===== src/rtl/ahb_mtx_pkg.sv =====
// Shared encodings and types for the AHB matrix input stage.
// The optional lock feature is enabled with the AHB_MTX_IN_HOLD_LOCK_EN macro.
package ahb_mtx_pkg;

    localparam int ADDR_W = 32;
    localparam int PROT_W = 4;

    typedef enum logic [1:0] {
        HTRANS_IDLE   = 2'b00,
        HTRANS_BUSY   = 2'b01,
        HTRANS_NONSEQ = 2'b10,
        HTRANS_SEQ    = 2'b11
    } htrans_t;

    typedef enum logic [2:0] {
        HBURST_SINGLE = 3'b000,
        HBURST_INCR   = 3'b001,
        HBURST_WRAP4  = 3'b010,
        HBURST_INCR4  = 3'b011,
        HBURST_WRAP8  = 3'b100,
        HBURST_INCR8  = 3'b101,
        HBURST_WRAP16 = 3'b110,
        HBURST_INCR16 = 3'b111
    } hburst_t;

    typedef enum logic [1:0] {
        ST_IDLE = 2'b00,
        ST_PEND = 2'b01,
        ST_DATA = 2'b10
    } state_t;

    typedef struct packed {
        logic [ADDR_W-1:0] addr;
        logic [1:0]        trans;
        logic              write;
        logic [2:0]        size;
        logic [2:0]        burst;
        logic [PROT_W-1:0] prot;
        logic              mastlock;
    } addr_phase_t;

endpackage


===== src/rtl/ahb_mtx_addr_hold.sv =====
// Enable-loaded copy of a master address phase, used while the matrix is not yet ready for it.
module ahb_mtx_addr_hold
    import ahb_mtx_pkg::*;
(
    input  logic        HCLK,
    input  logic        HRESET,
    input  logic        load,
    input  addr_phase_t live_phase,
    output addr_phase_t held_phase
);

    addr_phase_t hold_reg;

    always_ff @(posedge HCLK) begin
        if (HRESET) begin
            hold_reg <= '0;
        end else if (load) begin
            hold_reg <= live_phase;
        end
    end

    assign held_phase = hold_reg;

endmodule


===== src/rtl/ahb_mtx_in_hold.sv =====
// AHB matrix input stage: passes address phases through or holds them until the output stage accepts.
// Define AHB_MTX_IN_HOLD_LOCK_EN to forward HMASTLOCK and keep the request up across locked sequences.
module ahb_mtx_in_hold
    import ahb_mtx_pkg::*;
(
    input  logic              HCLK,
    input  logic              HRESET,
    input  logic              HSELS,
    input  logic [1:0]        HTRANSS,
    input  logic              HWRITES,
    input  logic [2:0]        HSIZES,
    input  logic [2:0]        HBURSTS,
    input  logic [PROT_W-1:0] HPROTS,
    input  logic              HMASTLOCKS,
    input  logic [ADDR_W-1:0] HADDRS,
    input  logic              HREADYS,
    output logic              HREADYOUTS,
    output logic              HRESPS,
    output logic              req_out,
    output logic [ADDR_W-1:0] HADDRM,
    output logic [1:0]        HTRANSM,
    output logic              HWRITEM,
    output logic [2:0]        HSIZEM,
    output logic [2:0]        HBURSTM,
    output logic [PROT_W-1:0] HPROTM,
    output logic              HMASTLOCKM,
    input  logic              addr_accept,
    input  logic              HREADYM,
    input  logic              HRESPM,
    output logic              held_tran
);

    state_t      state_reg, state_next;
    logic        valid_s, busy_s, load, live_lock, lock_term;
    addr_phase_t live_phase, held_phase, out_phase;

    assign valid_s = HSELS & HTRANSS[1] & HREADYS;
    assign busy_s  = HSELS & HREADYS & (htrans_t'(HTRANSS) == HTRANS_BUSY);

    always_ff @(posedge HCLK) begin
        if (HRESET) begin
            state_reg <= ST_IDLE;
        end else begin
            state_reg <= state_next;
        end
    end

    // A BUSY between beats keeps the data phase open rather than dropping to IDLE.
    always_comb begin
        state_next = state_reg;
        case (state_reg)
            ST_IDLE: if (valid_s) state_next = addr_accept ? ST_DATA : ST_PEND;
            ST_PEND: if (addr_accept) state_next = ST_DATA;
            ST_DATA: begin
                if (HREADYM) begin
                    if (valid_s)      state_next = addr_accept ? ST_DATA : ST_PEND;
                    else if (!busy_s) state_next = ST_IDLE;
                end
            end
            default: state_next = ST_IDLE;
        endcase
    end

    assign load      = (state_next == ST_PEND) && (state_reg != ST_PEND);
    assign held_tran = (state_reg == ST_PEND);

    always_comb begin
        HREADYOUTS = 1'b1;
        HRESPS     = 1'b0;
        case (state_reg)
            ST_PEND: HREADYOUTS = 1'b0;
            ST_DATA: begin
                HREADYOUTS = HREADYM;
                HRESPS     = HRESPM;
            end
            default: ;
        endcase
    end

    assign live_phase = '{
        addr:     HADDRS,
        trans:    HSELS ? HTRANSS : 2'b00,
        write:    HWRITES,
        size:     HSIZES,
        burst:    HBURSTS,
        prot:     HPROTS,
        mastlock: live_lock
    };

    ahb_mtx_addr_hold u_addr_hold (
        .HCLK       (HCLK),
        .HRESET     (HRESET),
        .load       (load),
        .live_phase (live_phase),
        .held_phase (held_phase)
    );

    assign out_phase  = held_tran ? held_phase : live_phase;
    assign HADDRM     = out_phase.addr;
    assign HTRANSM    = HRESET ? 2'b00 : out_phase.trans;
    assign HWRITEM    = out_phase.write;
    assign HSIZEM     = out_phase.size;
    assign HBURSTM    = out_phase.burst;
    assign HPROTM     = out_phase.prot;
    assign HMASTLOCKM = out_phase.mastlock;

`ifdef AHB_MTX_IN_HOLD_LOCK_EN
    logic lock_reg, lock_next;

    assign live_lock = HMASTLOCKS;

    // The lock follows each master cycle the layer completes; a held phase does not update it.
    always_comb begin
        lock_next = lock_reg;
        if ((state_reg != ST_PEND) && HSELS && HREADYS) begin
            lock_next = HMASTLOCKS;
        end
    end

    always_ff @(posedge HCLK) begin
        if (HRESET) begin
            lock_reg <= 1'b0;
        end else begin
            lock_reg <= lock_next;
        end
    end

    assign lock_term = lock_reg;
`else
    logic unused_mastlock;

    assign unused_mastlock = HMASTLOCKS;
    assign live_lock       = 1'b0;
    assign lock_term       = 1'b0;
`endif

    assign req_out = held_tran | (HSELS & (HTRANSS != 2'b00)) | lock_term;

endmodule


===== config.mk =====
export PLATFORM = sky130hd
export DESIGN_NAME = ahb_mtx_in_hold
export DESIGN_NICKNAME = d
export VERILOG_FILES = /design/src/rtl/ahb_mtx_pkg.sv /design/src/rtl/ahb_mtx_addr_hold.sv /design/src/rtl/ahb_mtx_in_hold.sv
export SDC_FILE = /design/constraint.sdc
export NUM_CORES = 1
export LEC_CHECK = 0
export BUFFER_PORTS_ARGS = -buffer_cell sky130_fd_sc_hd__buf_2
export CAP_MARGIN = 20
export CORE_UTILIZATION = 53
export DETAILED_ROUTE_END_ITERATION = 7
export PLACE_DENSITY = 0.88
export SETUP_SLACK_MARGIN = 0.1
export SYNTH_ARGS = -nofsm -noshare
export SYNTH_HDL_FRONTEND = slang
export SYNTH_SLANG_ARGS = --single-unit

===== constraint.sdc =====
create_clock -name HCLK -period 1.9 [get_ports HCLK]
set_input_delay 0.38 -clock HCLK [delete_from_list [all_inputs] [get_ports HCLK]]
set_output_delay 0.38 -clock HCLK [all_outputs]
set_load 0.1 [all_outputs]

==> results of run 1 <==
==> metrics by stage <==
step           instances  utilization  setup slack [ns]  area (um^2)
2_1_floorplan        381            -           0.08813         2833
4_1_cts              536       0.9114          0.007060         4362
3_5_place_dp         521       0.8510            0.2132         4073
3_3_place_gp         521       0.8510            0.2450         4073
==> kinds of logic after synthesis <==
logic type,Yosys count
other,1
and+or+nand+nor,187
buffers and inverters,48
AOI/OAI and AO/OA,98
DFF,47
==> synth_stat cells, types with 2 or more instances <==
cell / n
nand2_1: 132
a21oi_1: 47
dfxtp_1: 47
nand4_1: 43
o31ai_1: 43
clkbuf_1: 19
buf_2: 18
buf_6: 4
nand2b_1: 3
o21a_1: 3
buf_4: 2
inv_1: 2
nand3_1: 2
==> what timing repair did <==
item                       4_1_cts
pin swaps                        8
resized for setup               34
setup endpoints to repair       47
buffers inserted                 6
gates cloned                     1
==> results.txt, run 1 <==
Run status - stopped before the end
Failing step - 5_1_grt
Error - [ERROR DPL-0033] detailed placement checks failed during check placement.
Adder-cell share of the synthesized area - 0
CTS H-Tree Depth - 2
Die H - 72.90 um
Xor and xnor area share after synthesis - 0
# rows - 25
CTS Buffer Depth - 2
Post-GRT worst EP - HADDRM[24]
Yosys top cell area share - 0.3532
RD Place Congestion - 0.8075
Largest cells by area after synthesis - dfxtp_1 (35%), nand2_1 (19%), o31ai_1 (12%)
Largest net degree at the start of global routing - 47
Num CTS Buffers - 5
Initial antenna violation count - 1
Seq/Total Area, Yosys - 0.3532
Clk root buf - clkbuf_8
Mux share of post-synthesis cell area - 0
Worst EP Category - output port
Warnings from Yosys - 0
Mapped Area - 2664 um^2
Main flop type after synthesis - dfxtp_1
Syn_area_per_cell - 6.992 um^2
Die width - 72.90 um
Sink Count - 47
CTS Hold Bufs - 0
Synth Register Bits - 47
EDFF count, synth - 0
Post-synthesis cell type count - 29
# port buffers - 100
Cell taking the most area after synthesis - dfxtp_1
I/O pin count - 103
Post-Syn Nets - 434
Initial Util - 0.5566
Cells after synthesis - 381
Largest family of logic cells by synthesized area - simple AND/OR/NAND/NOR gates
Synth async-reset ratio - 0
Synth Area in Compound Gates - 0.2325
Post-DP HPWL - 5975 um
Simple-gate area share of the yosys netlist - 0.3227
==> inputs of run 2 (changes only) <==
--- a/config.mk
+++ b/config.mk
@@ -7,10 +7,9 @@
 export LEC_CHECK = 0
 export BUFFER_PORTS_ARGS = -buffer_cell sky130_fd_sc_hd__buf_2
 export CAP_MARGIN = 20
-export CORE_UTILIZATION = 53
+export CORE_UTILIZATION = 40
 export DETAILED_ROUTE_END_ITERATION = 7
-export PLACE_DENSITY = 0.88
-export SETUP_SLACK_MARGIN = 0.1
+export PLACE_DENSITY_LB_ADDON = 0.15
 export SYNTH_ARGS = -nofsm -noshare
 export SYNTH_HDL_FRONTEND = slang
 export SYNTH_SLANG_ARGS = --single-unit
==> run 2 against run 1 <==
Against the previous run:
- the flow now finishes without violations
- synthesized cell count unchanged
- synthesized area unchanged
==> results.txt, run 2 <==
Run status - complete, no violations
Adder-cell share of the synthesized area - 0
Total Neg Setup Slack - 0 ns
Largest cells by area after synthesis - dfxtp_1 (35%), nand2_1 (19%), o31ai_1 (12%)
Critical path buffers and inverters - 3
WL per Instance - 15.19 um
First-pass GRT wire length - 13980 um
DR vias - 3120
Fmax - 535.0 MHz
Seq/Total Area, Yosys - 0.3532
Clk root buf - clkbuf_8
GR Overflow Total - 0
I/O pin count - 103
Layout cell share with drive strength beyond 1 - 0.3785
Synth async-reset ratio - 0
Crit path max-delay family - buffers and inverters
Count leader, synth - nand2_1
Vias in the first global route - 3053
Fin. Hold Viols - 0
CTS tree - done
M3 GR Usage - 0.04352
R2r worst-path depth - 5
Yosys top cell area share - 0.3532
CP arrival - 1.49 ns
Mapped Area - 2664 um^2
Die area - 6990 um^2
# rows - 29
Main flop type after synthesis - dfxtp_1
RD Place Congestion - 0.9041
Final core occ - 0.6609
CTS Hold Bufs - 0
Worst EP required - 1.52 ns
DRT iter0 DRCs - 200
Post-Syn Nets - 434
Max_cap viols - 0
Number of flip-flops in the largest register - 45
Post-DP HPWL - 5463 um
Slowest cell on the critical path - dfxtp_2
EDFF count, synth - 0
Reg-to-reg endpoint - u_addr_hold.held_phase[37]
Warnings from Yosys - 0
Diodes inserted - 0
Xor and xnor area share after synthesis - 0
Worst reg2reg path startpoint - state_reg[1]
Crit path launch type - register
Initial antenna violation count - 0
Num CTS Buffers - 5
Nets@finish - 518
DRC violation count after routing - 0
RSZ-0062 raised after global routing - yes
Simple-gate area share of the yosys netlist - 0.3227
Die H - 83.61 um
# port buffers - 100
Worst-path clk slew - 0.08 ns
Critical path depth - 6
Crit path time final - 1.869 ns
Pre-Repair DR Iteration Count - 4
Crit path capture type - output port
Mux share of post-synthesis cell area - 0
Max FO, Critical Path - 15
Cell taking the most area after synthesis - dfxtp_1
CP Cell Sequence - nand2b_4 -> inv_6 -> buf_12 -> nand2_2 -> a21oi_4 -> buf_12
Most common cell after layout, fill and taps aside - nand2_1
Post-synthesis cell type count - 29
Most used cell, CP - buf_12
Met1 Resource Use GR - 0.3027
Reg2Reg Setup Slack - 0.42 ns
Worst-Skew Late Latency - 0.30 ns
Most frequent cells in the layout - nand2_1 (93), buf_2 (52), buf_12 (51)
Met2 Use GR - 0.4102
Layout area overhead - 58.43%
Power Density - 641.6 nW/um^2
Hold path endpoint - u_addr_hold.held_phase[45]
ANT nets after route - 0
Setup violators final - 0
Tcrit/Tclk final - 0.9837
Cells after synthesis - 381
Synth Area in Compound Gates - 0.2325
Largest net degree at the start of global routing - 39
CTS H-Tree Depth - 2
Largest family of logic cells by synthesized area - simple AND/OR/NAND/NOR gates
Worst vdd ir - 0.3876 mV
Type of the most critical hold path - input port to register
Synth Register Bits - 47
Sink Count - 47
Total core area - 6386 um^2
Top post-synthesis cells by count - nand2_1 (132), a21oi_1 (47), dfxtp_1 (47), nand4_1 (43), o31ai_1 (43)
CTS Buffer Depth - 2
GRT Overall Usage - 0.2389
DR vias/cell - 5.756
Leak Pwr - 1.764 nW
Hold depth - 3
Max-slew violations - 0
DRT Wirelength - 8232 um
Critical path class - register to output port
GR peak layer - met2
Initial Util - 0.4171
Crit-path max cell delay - 0.33 ns
Worst setup path startpoint - state_reg[1]
Syn_area_per_cell - 6.992 um^2
Min-Delay Startpoint - HADDRS[31]
Die width - 83.61 um
Clk_skew - 0.004678 ns
-- run 2: cell counts after synthesis --
Identical to the previous run, type by type.
-- run 2: worst register-to-register path, cell delays in order (launching register included) --
cell	delay, ns
dfxtp_2	0.33
buf_4	0.12
nor2b_4	0.31
buf_4	0.36
o31ai_1	0.12
a21oi_1	0.17
-- run 2: per-stage QoR --
stage / total power, mW / hold WS (ns) / instances / instance area [um^2] / worst slack [ns]
after global placement: 2.100 / 0.4533 / 532 / 4045 / 0.2062
after floorplan: 1.706 / 0.4406 / 381 / 2785 / -0.001347
after detailed placement: 2.108 / 0.4606 / 532 / 4045 / 0.1696
after global routing: 2.809 / 0.3335 / 542 / 4220 / -0.01747
after CTS: 2.719 / 0.3308 / 542 / 4199 / 0.02818
final: 2.708 / 0.3367 / 542 / 4220 / 0.03100
-- run 2: worst max path at each step --
| stage | slack [ns] | endpoint |
|---|---|---|
| final | 0.03 | HTRANSM[0] |
| after global routing | -0.02 | HTRANSM[1] |
| after CTS | 0.03 | HADDRM[5] |
| after detailed placement | 0.17 | HTRANSM[0] |
| after global placement | 0.21 | HTRANSM[0] |
| after floorplan | -0.001 | HPROTM[3] |
-- run 2: kinds of logic after synthesis --
| family | after synthesis |
|---|---|
| flip-flops | 47 |
| AO/OA/AOI/OAI | 98 |
| AND/OR/NAND/NOR | 187 |
| buffers and inverters | 48 |
| other | 1 |
-- run 2: area by class of cell --
class | count | area (um^2)
Timing Repair Buffer | 121 | 1451
Clock buffer | 6 | 82.58
Tap cell | 77 | 96.34
Fill cell | 518 | 2166
Inverter | 4 | 20.02
Clock inverter | 1 | 5.005
Multi-Input combinational cell | 286 | 1619
Sequential cell | 47 | 945.9
-- run 2: timing repair --
item	CTS	global route
pin swaps	0	1
setup endpoints to repair	46	39
setup buffers	2	1
resized for setup	6	6
gates cloned	1	0
-- run 2: power by group --
group	total [mW]	switching (mW)	internal [mW]
Combinational	1.08	0.718	0.359
Clock	0.614	0.328	0.286
Sequential	1.02	0.0113	1.00
Total	2.71	1.06	1.65
-- run 2: routing by layer --
layer | up-vias | routed length (um) | part of all wire
li1 | 1516 | - | -
met2 | 124 | 4130 | 0.50
met1 | 1476 | 3471 | 0.42
met3 | 4 | 579 | 0.070
met4 | 0 | 51 | 0.0062
met5 | - | 0 | 0
Power figures use the tool's default switching activity.
